**src/rtl/sram_pkg.sv**
```systemverilog
// Shared types and constants for the MEM-stage SRAM controller.
// The data memory window starts at DMEM_BASE; the SRAM is 256K x 16.
package sram_pkg;

    localparam int          SRAM_ADDR_W = 18;
    localparam int          SRAM_DATA_W = 16;
    localparam logic [31:0] DMEM_BASE   = 32'd1024;

    typedef enum logic [1:0] {
        IDLE = 2'd0,
        LOW  = 2'd1,
        HIGH = 2'd2,
        DONE = 2'd3
    } sram_state_t;

endpackage

```
**src/rtl/sram_mem_controller.sv**
```systemverilog
// Multi-cycle MEM-stage controller: one 32-bit load/store becomes two halfword
// SRAM accesses while ready stalls the pipeline.
//
// state | meaning
// IDLE  | no word in flight; accepts rd_en/wr_en, ready drops in the request cycle
// LOW   | halfword hw accessed for ACCESS_CYCLES cycles (bits 15:0)
// HIGH  | halfword hw+1 accessed for ACCESS_CYCLES cycles (bits 31:16)
// DONE  | strobes idle, ready high, pipeline advances at this edge
module sram_mem_controller
    import sram_pkg::*;
#(
    parameter logic [31:0] BASE_ADDR     = DMEM_BASE,
    parameter int          ACCESS_CYCLES = 2
) (
    input  logic                   clk,
    input  logic                   rst_n,
    input  logic                   rd_en,
    input  logic                   wr_en,
    input  logic [31:0]            address,
    input  logic [31:0]            write_data,
    output logic [31:0]            read_data,
    output logic                   ready,
    output logic [SRAM_ADDR_W-1:0] sram_addr,
    output logic [SRAM_DATA_W-1:0] sram_dq_out,
    input  logic [SRAM_DATA_W-1:0] sram_dq_in,
    output logic                   sram_dq_oe,
    output logic                   sram_we_n,
    output logic                   sram_oe_n,
    output logic                   sram_ce_n,
    output logic                   sram_ub_n,
    output logic                   sram_lb_n
);

    localparam logic [3:0] CNT_LAST = 4'(ACCESS_CYCLES - 1);

    sram_state_t            state, state_nxt;
    logic [3:0]             cnt, cnt_nxt;
    logic                   op_wr;
    logic [16:0]            word_q;
    logic [31:0]            wdata_q;
    logic                   req;
    logic                   last;
    logic                   accept;
    logic [SRAM_ADDR_W-1:0] hw_lo, hw_hi;

    assign req    = rd_en | wr_en;
    assign last   = (cnt == CNT_LAST);
    assign accept = (state == IDLE) && req;

    // Only word-aligned halfword pairs are addressed; the base is always even.
    assign hw_lo = {word_q, 1'b0};
    assign hw_hi = {word_q, 1'b1};

    assign sram_ce_n = 1'b0;
    assign sram_ub_n = 1'b0;
    assign sram_lb_n = 1'b0;

    always_comb begin
        state_nxt = state;
        cnt_nxt   = cnt;
        unique case (state)
            IDLE: begin
                if (req) begin
                    state_nxt = LOW;
                    cnt_nxt   = 4'd0;
                end
            end
            LOW: begin
                if (last) begin
                    state_nxt = HIGH;
                    cnt_nxt   = 4'd0;
                end else begin
                    cnt_nxt = cnt + 4'd1;
                end
            end
            HIGH: begin
                if (last) begin
                    state_nxt = DONE;
                    cnt_nxt   = 4'd0;
                end else begin
                    cnt_nxt = cnt + 4'd1;
                end
            end
            DONE: begin
                state_nxt = IDLE;
                cnt_nxt   = 4'd0;
            end
            default: begin
                state_nxt = IDLE;
                cnt_nxt   = 4'd0;
            end
        endcase
    end

    always_comb begin
        sram_addr   = '0;
        sram_dq_out = '0;
        sram_dq_oe  = 1'b0;
        sram_we_n   = 1'b1;
        sram_oe_n   = 1'b1;
        ready       = 1'b0;
        unique case (state)
            IDLE: ready = !req;
            LOW: begin
                sram_addr = hw_lo;
                if (op_wr) begin
                    sram_dq_out = wdata_q[15:0];
                    sram_dq_oe  = 1'b1;
                    sram_we_n   = 1'b0;
                end else begin
                    sram_oe_n = 1'b0;
                end
            end
            HIGH: begin
                sram_addr = hw_hi;
                if (op_wr) begin
                    sram_dq_out = wdata_q[31:16];
                    sram_dq_oe  = 1'b1;
                    sram_we_n   = 1'b0;
                end else begin
                    sram_oe_n = 1'b0;
                end
            end
            DONE: ready = 1'b1;
            default: ready = 1'b0;
        endcase
    end

    always_ff @(posedge clk) begin
        if (!rst_n) begin
            state     <= IDLE;
            cnt       <= 4'd0;
            op_wr     <= 1'b0;
            word_q    <= '0;
            wdata_q   <= '0;
            read_data <= '0;
        end else begin
            state <= state_nxt;
            cnt   <= cnt_nxt;
            if (accept) begin
                op_wr   <= wr_en;
                word_q  <= 17'((address - BASE_ADDR) >> 2);
                wdata_q <= write_data;
            end
            // Read data is sampled on the final cycle of each halfword window.
            if (!op_wr && last && state == LOW) read_data[15:0] <= sram_dq_in;
            if (!op_wr && last && state == HIGH) read_data[31:16] <= sram_dq_in;
        end
    end

endmodule

```
**config.mk**
```make
export PLATFORM = sky130hd
export DESIGN_NAME = sram_mem_controller
export DESIGN_NICKNAME = d
export VERILOG_FILES = /design/src/rtl/sram_pkg.sv /design/src/rtl/sram_mem_controller.sv
export SDC_FILE = /design/constraint.sdc
export NUM_CORES = 1
export LEC_CHECK = 0
export BUFFER_PORTS_ARGS = -buffer_cell sky130_fd_sc_hd__buf_2
export CORE_AREA = 4 4 80 157
export CTS_BUF_LIST = sky130_fd_sc_hd__clkbuf_16
export DETAILED_ROUTE_END_ITERATION = 7
export DIE_AREA = 0 0 84 161
export GPL_TIMING_DRIVEN = 1
export PLACE_DENSITY_LB_ADDON = 0.08
export SLEW_MARGIN = 10
export SYNTH_ARGS = -nofsm -noshare
export SYNTH_HDL_FRONTEND = slang
export SYNTH_SLANG_ARGS = --single-unit
```
**constraint.sdc**
```tcl
create_clock -name clk -period 2.5 [get_ports clk]
set_input_delay 0.25 -clock clk [delete_from_list [all_inputs] [get_ports clk]]
set_output_delay 0.25 -clock clk [all_outputs]
set_load 0.03 [all_outputs]
```
# Word-level counts from Yosys, hierarchy flattened
# Index checks and enable logic that the tools add are counted.
totals:
  output_inout_bits: 73
  ff_bits: 88
  in_bits: 84
  wordCells: 43
op_classes:
  n_eq_ne: 7
  muxes: 17
  reduce_logical: 9
  n_bitwise: 1
  add_sub_neg: 2
op_table:
  columns: ["op", "n"]
  rows:
  - ["$pmux W18 S2", 1]
  - ["$mux W16", 2]
  - ["$pmux W16 S2", 1]
  - ["$sub A19 B11 Y19 const B", 1]
  - ["$pmux W4 S3", 1]
  - ["$mux W4", 2]
  - ["$pmux W2 S4", 1]
  - ["$mux W2", 3]
  - ["$ne A2 B2 Y1 const B", 3]
  - ["$mux W1", 5]
  - ["$add A4 B1 Y4 const B", 1]
  - ["$eq A2 B2 Y1 const B", 2]
  - ["$eq A4 B1 Y1 const B", 1]
  - ["$logic_and A1 B1 Y1", 4]
  - ["$reduce_and A3 Y1", 1]
  - ["$eq A2 B1 Y1 const B", 1]
  - ["$logic_not A1 Y1", 2]
  - ["$logic_not A2 Y1", 1]
  - ["$pmux W1 S2", 1]
  - ["$reduce_or A2 Y1", 1]
  - ["$or A1 B1 Y1", 1]

# Depth between registers and ports, before layout
logic_depth:
  word_depth: 3
  depth_mapped: 7
  depth_no_buf: 5

# Worst setup path before layout
# OpenSTA, ideal clock, no wires.
synth_timing:
  kind: "register -> output"
  start: "reg state[0]"
  end: "out sram_dq_out[0]"
  t_required_ns: 2.250
  path_buffers: 2
  t_arrival_ns: 1.998
  stages_incl_launch_ff: 7
  path_slack_ns: 0.252
  path_cell_list: "dfxtp_1 -> inv_1 -> ha_1 -> clkbuf_1 -> nand2_1 -> clkbuf_1 -> nor2_1"
synth_between:
  elab_chain_len: 2
  elab_cells_between_ends: 3
  cone_classes: "eq/ne (2); mux (1)"
synth_lines:
  columns: ["item", "line_no", "rtl"]
  rows:
  - ["start: declaration", "sram_mem_controller.sv:36", "sram_state_t state, state_nxt;"]
  - ["start signal: assignment", "sram_mem_controller.sv:138", "state <= state_nxt;"]
  - ["$eq A2 B2 Y1 or $eq A2 B1 Y1 (tied branches)", "sram_mem_controller.sv:102", "unique case (state)"]
  - ["$pmux W16 S2 *", "sram_mem_controller.sv:102", null]
  - ["end: declaration", "sram_mem_controller.sv:24", "output logic [SRAM_DATA_W-1:0] sram_dq_out,"]
# Mark *: on every way between the ends. The rest lies on a longest branch, timed or not.

# Final worst setup path
layout_timing:
  start: "reg state[0]"
  end: "out sram_addr[11]"
layout_between:
  elab_chain_len: 2
  elab_cells_between_ends: 3
  cone_classes: "eq/ne (2); mux (1)"
layout_lines:
  columns: ["item", "line_no", "rtl"]
  rows:
  - ["$eq A2 B2 Y1 or $eq A2 B1 Y1 (tied branches)", "sram_mem_controller.sv:102", null]
  - ["$pmux W18 S2 *", "sram_mem_controller.sv:102", null]
  - ["end: declaration", "sram_mem_controller.sv:23", "output logic [SRAM_ADDR_W-1:0] sram_addr,"]
# Marked as above.

==> results.txt <==
The final-report hold violation count is 0. The number of antenna violations at the first check in global routing came out at 0. The synthesized design spends more area on one cell type than any other, namely sky130_fd_sc_hd__dfxtp_1.

At the worst endpoint, the required time is 2.25 ns. The antenna diode count came out at 0. The critical path is of the register to primary output type. In this run, the number of DRC markers left after iteration 0 of detailed routing was between 150 and 200.

The global placement routability congestion is 0.7529. In this run the cell area of the synthesized design comes to 3928 um2. The count of buffers from port buffering is 138.

Among all flip-flop cells after synthesis, the most frequent one is sky130_fd_sc_hd__dfxtp_1. The clock input transition at the sequential cells of the worst setup and hold paths is 0.06 ns. STA classifies the critical path startpoint as a register. The overall routing resource usage came out at 0.1544. The number of primary I/O pins came out at 157.

The number of cells produced by synthesis is 464. The first-pass iteration count of the detailed router came out at 4. The final worst-path setup slack came out at 0.1724 ns. The non-filler instance count after layout came out at 735. The total number of vias is 3516.

TritonCTS built the clock tree. The number of setup buffers added after CTS is 0. In this run the horizontal extent of the chip is 84 um. The standby leakage power came out at between 0.002 and 0.0025 uW. The placement-stage worst setup slack came out at 0.5040 ns. The number of register bits inferred by synthesis came out at 88. Counting every sink on the clock net gives 88. The total grt overflow came out at 0. The maximum VDD drop is 407.8 uV. The synthesis-to-finish area growth is 27.84%. For this configuration, the core starts out at a cell density of 0.3480. The floorplan core area is 11290 um2.

The worst path in the final design needs a cycle of between 2 and 2.5 ns, including I/O delays and setup. Derived from the worst setup path, the maximum achievable clock frequency is 429.6 MHz. The tree is rooted in a sky130_fd_sc_hd__clkbuf_16. The fraction of layout cells with a size suffix above 1 came out at 0.2867. The post-DP HPWL came out at approximately 7500 um. The slew at the pin closest to its max-slew limit is around 0.66 ns. The count of yosys warnings during synthesis came out at 0. Clock latency on the worst-skew pair, taken at its later pin, is between 0.3 and 0.4 ns. The die outline height came out at 161 um. The number of buffers inserted for hold repair after clock tree synthesis is 0. After synthesis, the cell types taking the most area are sky130_fd_sc_hd__dfxtp_1, sky130_fd_sc_hd__nand2_1, sky130_fd_sc_hd__mux2i_1, sky130_fd_sc_hd__a21boi_0, sky130_fd_sc_hd__a22oi_1.

In the finished design, the share of the clock period the worst path needs comes to 0.9310. For this design the ratio of total power to cell area is 871.8 nW/um2. The area share of the leading cell type in the synthesized netlist came out at 0.4486.

The largest buffer count on any clock path is 2. The number of enable flip-flop cells after synthesis is 0. The DRC violation count after routing is 0. The standard-cell row count is 55. The total wire length after detailed routing came out at 10350 um.

The total number of H-tree levels came out at 3. The per-cell routed wire length is approximately 14 um. The number of cells after detailed placement is 721. The TritonCTS buffer count came out at 9. STA classifies the critical path endpoint as a primary output. The worst slew slack as a fraction of its limit is 0.5578. The post-route antenna net violation count came out at 0. Each instance of the synthesized netlist takes up on average 8.464 um2. The arrival time at the worst endpoint came out at roughly 2.1 ns. Setup repair after global routing left no endpoint under its margin.

The flow ran to the end, and the final reports show no timing, DRC or antenna violations. The pin count of the biggest net entering global routing came out at 68. The summed negative setup slack over all endpoints is 0 ns. The portion of the post-synthesis area used by sequential elements is 0.4486. The via density per instance is 4.784.

Post-CTS repair changed the size of 0 cells. The final number of max-transition violations is 0. The count of nets after finishing is ~700. The via count of the first global-routing pass is 3578. The wire length of the first global-routing pass is 17040 um.

The number of unique standard cell types used by synthesis came out at 40. The max capacitance violation total is 0. In this run the worst path has a maximum fanout of 17. The overall die area came out at 13520 um2. The setup skew after layout is 0.008318 ns. In the synthesized netlist the async set-or-reset flop fraction comes to 0. The classification of the worst-slack hold path is primary input to register.

Setup violations remaining at the end of the flow were counted as 0.
## flip-flops by register name, indices dropped and copies added (netlist names)
register / cells
op_wr: 1
wdata_q: 32
state: 2
read_data: 32
word_q: 17
cnt: 4
## Yosys cell counts (2+ instances only)
cell,n
sky130_fd_sc_hd__or4_4,2
sky130_fd_sc_hd__nor3_1,2
sky130_fd_sc_hd__nand2_1,140
sky130_fd_sc_hd__nand2b_1,2
sky130_fd_sc_hd__or3b_2,2
sky130_fd_sc_hd__inv_1,7
sky130_fd_sc_hd__clkbuf_1,22
sky130_fd_sc_hd__ha_1,8
sky130_fd_sc_hd__dfxtp_1,88
sky130_fd_sc_hd__nand2_2,2
sky130_fd_sc_hd__mux2i_1,34
sky130_fd_sc_hd__xnor2_1,2
sky130_fd_sc_hd__o21ai_0,11
sky130_fd_sc_hd__a31oi_1,4
sky130_fd_sc_hd__nor2b_1,3
sky130_fd_sc_hd__a21oi_1,2
sky130_fd_sc_hd__or3_1,2
sky130_fd_sc_hd__nand4b_1,3
sky130_fd_sc_hd__o211a_1,3
sky130_fd_sc_hd__buf_1,3
sky130_fd_sc_hd__a22oi_1,16
sky130_fd_sc_hd__buf_2,4
sky130_fd_sc_hd__nor2_1,20
sky130_fd_sc_hd__and2_1,17
sky130_fd_sc_hd__nor3b_1,3
sky130_fd_sc_hd__buf_4,5
sky130_fd_sc_hd__a21boi_0,44
## kinds of logic (layout without fill, tap and decap cells)
| kind of cell | Yosys count | count (layout) | synth area share |
|---|---|---|---|
| buffers and inverters | 41 | 168 | 0.04524 |
| xor gates and xnor gates | 2 | 2 | 0.004461 |
| DFF | 88 | 88 | 0.4486 |
| AOI/OAI and AO/OA | 86 | 86 | 0.1561 |
| adders and majority gates | 8 | 8 | 0.02549 |
| and+or+nand+nor | 204 | 204 | 0.2326 |
| muxes | 34 | 34 | 0.08665 |
| other | 1 | 3 | 0.0009548 |
## cell type report
cell class	instances	area [um2]
fill	1220	6265
inverter	7	26.28
clock buffer	9	225.2
multi-input combinational	337	2008
sequential	88	1762
tap	142	177.7
clock inverter	5	51.30
timing repair buffer	147	770.7
## stage by stage
step | hold WS [ns] | cell area, um2 | power, uW | utilization
floorplan | 0.3949 | 3935 | 2725 | -
global placement | 0.4434 | 4745 | 3140 | 0.4204
detailed placement | 0.4494 | 4745 | 3159 | 0.4204
CTS | 0.1487 | 5021 | 4463 | 0.4449
global route | 0.1519 | 5021 | 4677 | 0.4449
finish | 0.1571 | 5021 | 4377 | 0.4449
## layout by cell type (no fill, tap or decap), types with 4 or more instances in the layout
cell type	count
sky130_fd_sc_hd__nand2_1	140
sky130_fd_sc_hd__inv_1	8
sky130_fd_sc_hd__a22oi_1	16
sky130_fd_sc_hd__dfxtp_1	88
sky130_fd_sc_hd__mux2i_1	34
sky130_fd_sc_hd__nor2_1	20
sky130_fd_sc_hd__buf_2	138
sky130_fd_sc_hd__clkbuf_16	9
sky130_fd_sc_hd__buf_4	8
sky130_fd_sc_hd__ha_1	8
sky130_fd_sc_hd__and2_1	17
sky130_fd_sc_hd__a21boi_0	44
sky130_fd_sc_hd__o21ai_0	11
sky130_fd_sc_hd__a31oi_1	4
## critical path: stages, from the launching register on
cell	delay, ns
sky130_fd_sc_hd__dfxtp_1	0.38
sky130_fd_sc_hd__inv_1	0.10
sky130_fd_sc_hd__ha_1	0.50
sky130_fd_sc_hd__nor2b_1	0.19
sky130_fd_sc_hd__buf_4	0.21
sky130_fd_sc_hd__and2_1	0.16
sky130_fd_sc_hd__buf_2	0.20
## per-layer routing
layer | track usage | vias up | routed length, um
li1 | - | 1792 | -
met1 | 0.1703 | 1610 | 4204
met2 | 0.2850 | 104 | 5418
met3 | 0.03675 | 10 | 598
met4 | 0.05271 | 0 | 132
met5 | 0 | - | 0
## where the power goes
group | total, uW | internal [uW] | switching [uW]
registers | 1790 | 1660 | 132
logic | 1310 | 454 | 860
clock network | 1270 | 755 | 518
## path summary, 6_finish.rpt
check	start	to	slack (ns)	cells past startpoint
max	state[0]	sram_addr[11]	0.17	6
min	write_data[7]	wdata_q[7]	0.16	3
max reg2reg	state[0]	cnt[3]	0.60	5
min reg2reg	read_data[17]	read_data[17]	0.46	2
Power figures use the tool's default switching activity.
